$ cat src/rtl/rgb_fade_pkg.sv
// rtl/rgb_fade_pkg.sv - shared encodings and constants for the RGB fade controller
// Contents: mode encoding (mode_t), wheel phase encoding (phase_t), duty_max()
// helper, 16-entry gamma table and lookup function used when FADE_GAMMA_EN is defined.
package rgb_fade_pkg;

  typedef enum logic [1:0] {
    MODE_OFF     = 2'd0,
    MODE_WHEEL   = 2'd1,
    MODE_BREATHE = 2'd2,
    MODE_STATIC  = 2'd3
  } mode_t;

  // Wheel phases: which channel moves and in which direction.
  typedef enum logic [2:0] {
    PH_G_UP   = 3'd0,
    PH_R_DOWN = 3'd1,
    PH_B_UP   = 3'd2,
    PH_G_DOWN = 3'd3,
    PH_R_UP   = 3'd4,
    PH_B_DOWN = 3'd5
  } phase_t;

  function automatic int duty_max(input int w);
    return (1 << w) - 1;
  endfunction

  // Index 15 sits in the most significant slot: entries 0..15 are
  // 0,0,0,1,1,2,2,3,4,5,6,7,9,11,13,15.
  localparam logic [15:0][3:0] GAMMA_LUT = {
    4'd15, 4'd13, 4'd11, 4'd9, 4'd7, 4'd6, 4'd5, 4'd4,
    4'd3,  4'd2,  4'd2,  4'd1, 4'd1, 4'd0, 4'd0, 4'd0
  };

  function automatic logic [3:0] gamma_lut(input logic [3:0] lvl);
    return GAMMA_LUT[lvl];
  endfunction

endpackage

$ cat src/rtl/fade_tick_gen.sv
// rtl/fade_tick_gen.sv - fade step prescaler, one tick every TICK_DIV clocks
// Ports: clk, reset (async, active high), hold (freeze count, suppress tick),
// clear (restart count from 0), tick (high while count == TICK_DIV-1 and not held).
module fade_tick_gen #(
  parameter int TICK_DIV = 2500000
) (
  input  logic clk,
  input  logic reset,
  input  logic hold,
  input  logic clear,
  output logic tick
);

  localparam int CW = (TICK_DIV > 2) ? $clog2(TICK_DIV) : 1;
  localparam logic [CW-1:0] LAST = CW'(TICK_DIV - 1);
  localparam logic [CW-1:0] ONE  = CW'(1);

  logic [CW-1:0] count;

  assign tick = ~hold & (count == LAST);

  always_ff @(posedge clk or posedge reset) begin
    if (reset) begin
      count <= '0;
    end else if (clear) begin
      count <= '0;
    end else if (!hold) begin
      count <= (count == LAST) ? '0 : count + ONE;
    end
  end

endmodule

$ cat src/rtl/rgb_fade_ctrl.sv
// rtl/rgb_fade_ctrl.sv - three-channel LED fade pattern generator (OFF/WHEEL/BREATHE/STATIC)
// Ports: clk, reset (async, active high), mode_btn (debounced mode advance),
// hold (freeze pattern), duty_r/duty_g/duty_b (DUTY_W-bit duty codes),
// step (one-cycle pulse with each tick-driven duty update), mode (current mode).
// Config macro: FADE_GAMMA_EN routes each level through the 16-entry gamma
// table before the output register (requires DUTY_W = 4).
module rgb_fade_ctrl
  import rgb_fade_pkg::*;
#(
  parameter int TICK_DIV = 2500000,
  parameter int DUTY_W   = 4
) (
  input  logic              clk,
  input  logic              reset,
  input  logic              mode_btn,
  input  logic              hold,
  output logic [DUTY_W-1:0] duty_r,
  output logic [DUTY_W-1:0] duty_g,
  output logic [DUTY_W-1:0] duty_b,
  output logic              step,
  output logic [1:0]        mode
);

  localparam logic [DUTY_W-1:0] DMAX    = DUTY_W'(duty_max(DUTY_W));
  localparam logic [DUTY_W-1:0] ONE     = DUTY_W'(1);
  localparam logic [DUTY_W-1:0] DMAX_M1 = DMAX - ONE;

  mode_t             mode_q, mode_d;
  phase_t            phase_q, phase_d;
  logic              dir_up_q, dir_up_d;
  logic [DUTY_W-1:0] r_q, g_q, b_q;
  logic [DUTY_W-1:0] r_d, g_d, b_d;
  logic              btn_prev_q;
  logic              primed_q;
  logic              tick_q;
  logic              tick;
  logic              btn_edge;
  logic              tick_take;

  // primed_q stays low for the first edge after reset so a button held
  // through reset is absorbed into btn_prev_q instead of seen as a press.
  assign btn_edge  = primed_q & mode_btn & ~btn_prev_q;
  assign tick_take = tick & ~btn_edge;
  assign mode      = mode_q;

  fade_tick_gen #(
    .TICK_DIV(TICK_DIV)
  ) u_tick (
    .clk  (clk),
    .reset(reset),
    .hold (hold),
    .clear(btn_edge),
    .tick (tick)
  );

  always_comb begin
    mode_d   = mode_q;
    phase_d  = phase_q;
    dir_up_d = dir_up_q;
    r_d      = r_q;
    g_d      = g_q;
    b_d      = b_q;
    if (btn_edge) begin
      phase_d  = PH_G_UP;
      dir_up_d = 1'b1;
      case (mode_q)
        MODE_OFF: begin
          mode_d = MODE_WHEEL;
          r_d    = DMAX;
          g_d    = '0;
          b_d    = '0;
        end
        MODE_WHEEL: begin
          mode_d = MODE_BREATHE;
          r_d    = '0;
          g_d    = '0;
          b_d    = '0;
        end
        MODE_BREATHE: begin
          mode_d = MODE_STATIC;
          r_d    = DMAX;
          g_d    = DMAX;
          b_d    = DMAX;
        end
        default: begin
          mode_d = MODE_OFF;
          r_d    = '0;
          g_d    = '0;
          b_d    = '0;
        end
      endcase
    end else if (tick) begin
      case (mode_q)
        MODE_WHEEL: begin
          // The tick that lands the active channel on its target also
          // moves to the next phase.
          case (phase_q)
            PH_G_UP: begin
              g_d = g_q + ONE;
              if (g_q == DMAX_M1) phase_d = PH_R_DOWN;
            end
            PH_R_DOWN: begin
              r_d = r_q - ONE;
              if (r_q == ONE) phase_d = PH_B_UP;
            end
            PH_B_UP: begin
              b_d = b_q + ONE;
              if (b_q == DMAX_M1) phase_d = PH_G_DOWN;
            end
            PH_G_DOWN: begin
              g_d = g_q - ONE;
              if (g_q == ONE) phase_d = PH_R_UP;
            end
            PH_R_UP: begin
              r_d = r_q + ONE;
              if (r_q == DMAX_M1) phase_d = PH_B_DOWN;
            end
            PH_B_DOWN: begin
              b_d = b_q - ONE;
              if (b_q == ONE) phase_d = PH_G_UP;
            end
            default: phase_d = PH_G_UP;
          endcase
        end
        MODE_BREATHE: begin
          // All channels share one level; r_q is the reference.
          if (dir_up_q) begin
            r_d = r_q + ONE;
            if (r_q == DMAX_M1) dir_up_d = 1'b0;
          end else begin
            r_d = r_q - ONE;
            if (r_q == ONE) dir_up_d = 1'b1;
          end
          g_d = r_d;
          b_d = r_d;
        end
        default: ;
      endcase
    end
  end

  always_ff @(posedge clk or posedge reset) begin
    if (reset) begin
      mode_q     <= MODE_OFF;
      phase_q    <= PH_G_UP;
      dir_up_q   <= 1'b1;
      r_q        <= '0;
      g_q        <= '0;
      b_q        <= '0;
      btn_prev_q <= 1'b0;
      primed_q   <= 1'b0;
      tick_q     <= 1'b0;
      step       <= 1'b0;
      duty_r     <= '0;
      duty_g     <= '0;
      duty_b     <= '0;
    end else begin
      mode_q     <= mode_d;
      phase_q    <= phase_d;
      dir_up_q   <= dir_up_d;
      r_q        <= r_d;
      g_q        <= g_d;
      b_q        <= b_d;
      btn_prev_q <= mode_btn;
      primed_q   <= 1'b1;
      tick_q     <= tick_take;
      step       <= tick_q;
`ifdef FADE_GAMMA_EN
      duty_r     <= gamma_lut(r_q);
      duty_g     <= gamma_lut(g_q);
      duty_b     <= gamma_lut(b_q);
`else
      duty_r     <= r_q;
      duty_g     <= g_q;
      duty_b     <= b_q;
`endif
    end
  end

endmodule

$ cat config.mk
export PLATFORM = sky130hd
export DESIGN_NAME = rgb_fade_ctrl
export DESIGN_NICKNAME = d
export VERILOG_FILES = /design/src/rtl/rgb_fade_pkg.sv /design/src/rtl/fade_tick_gen.sv /design/src/rtl/rgb_fade_ctrl.sv
export SDC_FILE = /design/constraint.sdc
export NUM_CORES = 1
export LEC_CHECK = 0
export BUFFER_PORTS_ARGS = -buffer_cell sky130_fd_sc_hd__buf_2
export CAP_MARGIN = 20
export CORE_MARGIN = 4
export CORE_UTILIZATION = 55
export DETAILED_ROUTE_END_ITERATION = 8
export GPL_ROUTABILITY_DRIVEN = 0
export PLACE_DENSITY_LB_ADDON = 0.15
export SLEW_MARGIN = 20
export SYNTH_ARGS = -nofsm -noshare
export SYNTH_HDL_FRONTEND = slang
export SYNTH_SLANG_ARGS = --single-unit
$ cat constraint.sdc
create_clock -name clk -period 2.33 [get_ports clk]
set_clock_uncertainty 0.1 [all_clocks]
set_input_delay 0.233 -clock clk [delete_from_list [all_inputs] [get_ports clk]]
set_output_delay 0.233 -clock clk [all_outputs]
set_load 0.02 [all_outputs]
* Word-level counts from Yosys, hierarchy flattened
Index checks and enable logic that the tools add are counted.
Word-level totals: output and inout bits 15, flip-flop bits (word level) 56, input port bits 4
Operators by class: reduce and logical (&&, ||, !) cells 12, multiplexer cells 35, eq/ne operators 24, add/subtract/negate cells 7, bitwise gates (word level) 7
Operators with widths (count):
- $mux W22 | 3
- $pmux W4 S2 | 6
- $mux W4 | 9
- $mux W3 | 9
- $add A22 B1 Y22 const B | 1
- $eq A22 B22 Y1 const B | 1
- $ne A3 B3 Y1 const B | 6
- $pmux W3 S6 | 1
- $add A4 B1 Y4 const B | 3
- $eq A4 B1 Y1 const B | 3
- $eq A4 B4 Y1 const B | 3
- $sub A4 B1 Y4 const B | 3
- $reduce_and A3 Y1 | 3
- $ne A4 B2 Y1 const B | 2
- $reduce_and A8 Y1 | 1
- $eq A3 B2 Y1 const B | 2
- $eq A3 B3 Y1 const B | 2
- $mux W1 | 6
- $pmux W2 S3 | 1
- $reduce_bool A2 Y1 | 3
- $and A1 B1 Y1 | 4
- $ne A4 B3 Y1 const B | 1
- $eq A3 B1 Y1 const B | 1
- $logic_not A3 Y1 | 1
- 8 further kinds | 10

* Logic depth before layout (Yosys ltp)
word-level depth 6, depth in mapped cells 8, gate-level depth less buffers 7

* Cells and area by module
Synthesis repeated with hierarchy kept, for this count alone.
Second synthesis, totals: cell total of the unflattened synthesis 340, area total of the unflattened synthesis 3243.1 µm²
Modules (own cells, without submodules):
- rgb_fade_ctrl | instances 1, area each 1955.6 µm², cells each 195, seq. area each 852.1 µm²
- fade_tick_gen | instances 1, area each 1287.5 µm², cells each 145, seq. area each 550.5 µm²

* Worst setup path after synthesis
No wires, ideal clock.
path type reg2reg, start point register u_tick.count[6], end point register g_q[0], clock period less this slack 2351 ps, library setup time 121 ps, cell stages (with the launch flop) 7, arrival 2130 ps, path slack -21 ps, path buffers 1, required time 2109 ps, cells stage by stage dfrtp_1 > nand4bb_1 > or4_1 > buf_6 > nor4b_4 > mux2_2 > o22a_1
Between the ends: word-level cells in the longest chain between the ends 4
Ends and longest elaborated chain:
- start, declared | line fade_tick_gen.sv:18 | logic [CW-1:0] count;
- start signal, assigned | line fade_tick_gen.sv:28 | count <= (count == LAST) ? '0 : count + ONE;
- $eq A22 B22 Y1 | line fade_tick_gen.sv:20 | assign tick = ~hold & (count == LAST);
- $and A1 B1 Y1 | line fade_tick_gen.sv:20
- $reduce_bool A2 Y1 (no source line)
- $reduce_and A3 Y1 (no source line)
- end signal, assigned | line rgb_fade_ctrl.sv:162 | g_q <= g_d;
- end, declared | line rgb_fade_ctrl.sv:31 | logic [DUTY_W-1:0] r_q, g_q, b_q;
No other way between the ends. A chain may end at the register's enable or synchronous reset.

* Worst setup path in the final report
start point register u_tick.count[6], end point register r_q[3]
Between the ends: word-level cells in the longest chain between the ends 4
Ends and longest elaborated chain:
- $eq A22 B22 Y1 | line fade_tick_gen.sv:20
- $and A1 B1 Y1 | line fade_tick_gen.sv:20
- $reduce_bool A2 Y1 (no source line)
- $reduce_and A3 Y1 (no source line)
- end signal, assigned | line rgb_fade_ctrl.sv:161 | r_q <= r_d;
- end, declared | line rgb_fade_ctrl.sv:31
No other way between the ends.

==> impl_results.md <==
* Initial antenna violation count at 0
* CTS tree: done
* DR WL/cell at 16.0 um
* Global-route wire length before repair at 12700 um
* Pwr dens at slightly below 900 nW/um^2
* CP required at 2430 ps
* FMAX at 448 MHz
* Slew HR at between 50% and 60%
* # port buffers at 18
* EDFF count, synth at 0
* Cell count after synthesis at around 340
* Vias in the first global route at about 2.7k
* Die width at 85.6 um
* Crit. Startpoint: u_tick.count[6]$_DFFE_PP0P_
* Num rows at 27
* Grt ovf at 0
* Mapped Area at 3310 um^2
* Post-Syn Nets at between 300 and 400
* DRT antenna net count at 0
* Min-Delay Endpoint: u_tick.count[1]$_DFFE_PP0P_
* DRC Markers at 0
* Setup violations, final at 0
* Worst-Skew Late Latency at 310 ps
* Most used DFF post-synth: dfrtp_1
* Data arrival time of the worst path at ~2300 ps
* Detailed placement HPWL at 5370 um
* CP Class: register to register
* Register-to-Register Setup Slack at 100 ps
* Worst hold slack at 245 ps
* Fin. max-slew vios at 0
* Async SR Flop Fraction at 100%
* Non-filler cells, final at 463
* Hold path startpoint: hold
* Yosys warns at 0
* Clock H-tree levels at 2
* Maximum clock insertion buffer count at 2
* Slew at the pin closest to its max-slew limit at 622 ps
* Fill cells at 450
* Hold WC Path Type: input port to register
* Reg2reg end: r_q[3]$_DFFE_PP0P_
* Final hold vios at 0
* Peak VDD IR at 700 uV
* Crit-path max FO at 3
* LEAKAGE at 1.77 nW
* Final core occ at 69.4%
* Cell variety after synth at 57
* Root Driver: clkbuf_8
* Proportion of layout cells with a drive suffix above 1 at 21.5%
* Reg2Reg Launch Point: u_tick.count[6]$_DFFE_PP0P_
* Antenna cells at 0
* Reg2Reg Depth at 5
* Hold path cells at 3
* Clock sinks at 56
* Total GRT Usage at 21.4%
* Via/cell ratio at 5.77
* Total die area at 7320 um^2
* Overall routed net length at 7390 um
* Critical Path Start Type: register
* Number of synthesized register bits at 56
* Via Count at 2671
* Drt initial violations at 195
* Initial Utilization at 58.3%
* Dpl cells at 450
* Layout Nets at 411
* Die span in y at 85.6 um
* CP endpoint kind: register
* Sequential element share of the synthesized area at 42.4%
* RSZ-0062 raised after global routing: no
* Largest net degree at the start of global routing at 32
* Core ar. at 5680 um^2
* Area growth syn-to-layout at 18.9%
* Avg Synthesized Cell Area at 9.82 um^2
* Max cap viols at 0
* Final min period at 2230 ps
* Top Ports at 19
* Drt first pass iters at 4
* Status: completed
* CTS clk-pin slew, worst paths at 90 ps
* CTS Buf Count at 5
* Final period util at 95.8%
-- logic make-up (layout without fill, tap and decap cells) --
logic type	count (synthesis)	count (layout)	synth area share (%)
compound gates	46	46	9.52
xor+xnor	30	30	7.94
fa+ha+maj	17	17	6.42
buf+inv	33	87	4.08
flops	56	56	42.4
mux	17	17	5.29
other cells	1	1	0.113
simple gates	137	137	24.3
-- flip-flops by register name (all words and copies together) (netlist names) --
register	flops
btn_prev_q	1
dir_up_q	1
u_tick.count	22
phase_q	3
duty_r	4
tick_q	1
b_q	4
r_q	4
mode	2
primed_q	1
g_q	4
duty_b	4
duty_g	4
step	1
-- synth_stat cells, types with 2 or more instances --
cell type | instances | area, um^2
a211oi_1 | 2 | 15.0
a21o_1 | 2 | 15.0
a21oi_1 | 11 | 55.1
and3_1 | 4 | 25.0
and4_1 | 2 | 17.5
clkbuf_1 | 14 | 52.6
dfrtp_1 | 55 | 1380
ha_1 | 17 | 213
inv_1 | 16 | 60.1
mux2_2 | 4 | 45.0
mux2i_1 | 13 | 130
nand2_1 | 19 | 71.3
nand2b_1 | 6 | 37.5
nand3_1 | 13 | 65.1
nand3b_1 | 3 | 22.5
nand4_1 | 6 | 37.5
nor2_1 | 34 | 128
nor3_1 | 17 | 85.1
nor3b_1 | 4 | 30.0
nor4_1 | 3 | 18.8
nor4_4 | 2 | 42.5
nor4b_1 | 5 | 43.8
nor4bb_1 | 4 | 40.0
o211ai_1 | 3 | 22.5
o21ai_0 | 9 | 45.0
o22a_1 | 2 | 17.5
o31a_1 | 5 | 43.8
o31ai_1 | 2 | 15.0
or3_1 | 3 | 18.8
or4_1 | 2 | 15.0
xnor2_1 | 21 | 184
xor2_1 | 9 | 78.8
-- worst max-delay path by stage --
stage | slack [ps] | depth (start not counted) | end
finish | 100 | 5 | r_q[3]$_DFFE_PP0P_
global route | 2 | 7 | phase_q[1]$_DFFE_PP0P_
CTS | 9 | 6 | g_q[0]$_DFFE_PP0P_
detailed placement | 2 | 6 | b_q[0]$_DFFE_PP0P_
global placement | 40 | 6 | b_q[0]$_DFFE_PP0P_
floorplan | -20 | 6 | g_q[0]$_DFFE_PP0P_
-- where the power goes --
part / switching [mW] / internal (mW) / total (mW)
clock: 0.309 / 0.272 / 0.582
combinational: 0.854 / 0.675 / 1.53
sequential: 0.218 / 1.19 / 1.41
-- layout by cell type, fill, tap and decap left out, drive strengths merged, types with 2 or more instances in the layout --
cell type,synthesis,routed
nor3b,4,4
nor4bb,4,4
o31a,5,5
clkbuf,14,8
and3,4,4
o21ai,9,9
nand3b,3,3
nand2,19,19
xnor2,21,21
o22a,2,2
and4,2,2
inv,16,16
a211oi,2,2
o31ai,2,2
nor4,6,6
nor4b,6,6
ha,17,17
buf,2,60
a21oi,11,11
mux2i,13,13
a21o,2,2
or3,4,4
nand3,13,13
nand2b,6,6
or4,2,2
xor2,9,9
dfrtp,55,55
mux2,4,4
dlygate4sd3,0,2
nor3,17,17
nor2,34,34
o211ai,3,3
nand4,6,6
-- per-layer routing --
metal	track usage [%]	routed length [um]	vias up
met2	33.9	3430	69
li1	-	-	1299
met3	2.69	345	6
met1	30.8	3540	1297
met5	0	0	-
met4	6.04	72	0
-- through the flow --
stage	worst slack (ps)	cell area, um^2	total power, mW	TNS, ps
2_1_floorplan	-15.1	3320	2.43	-35.2
3_3_place_gp	37.4	3760	2.85	0
3_5_place_dp	2.16	3760	2.91	0
4_1_cts	9.10	3880	3.50	0
5_1_grt	1.90	3940	3.78	0
6_report	98.9	3940	3.52	0
-- critical path: stages, from the launching register on --
cell and delay [ps]:
dfrtp_1 380, nand4bb_1 180, or4_4 540, or3_4 400, o31a_1 300, o31a_1 230
-- layout make-up --
class / count / area (um^2) / area share (%)
Timing Repair Buffer: 62 / 470 / 12.0
Tap cell: 72 / 90.1 / 2.29
Inverter: 17 / 63.8 / 1.62
Clock buffer: 8 / 100 / 2.54
Sequential cell: 56 / 1400 / 35.6
Multi-Input combinational cell: 248 / 1810 / 46.0
-- what timing repair did --
action,CTS,global route
pin swaps,1,1
hold buffers,2,0
cloned,0,0
buffers inserted,0,3
endpoints found under the setup margin,1,8
hold endpoints to repair,26,0
resized for setup,0,7
No activity file was read; power rests on OpenSTA's default activity.
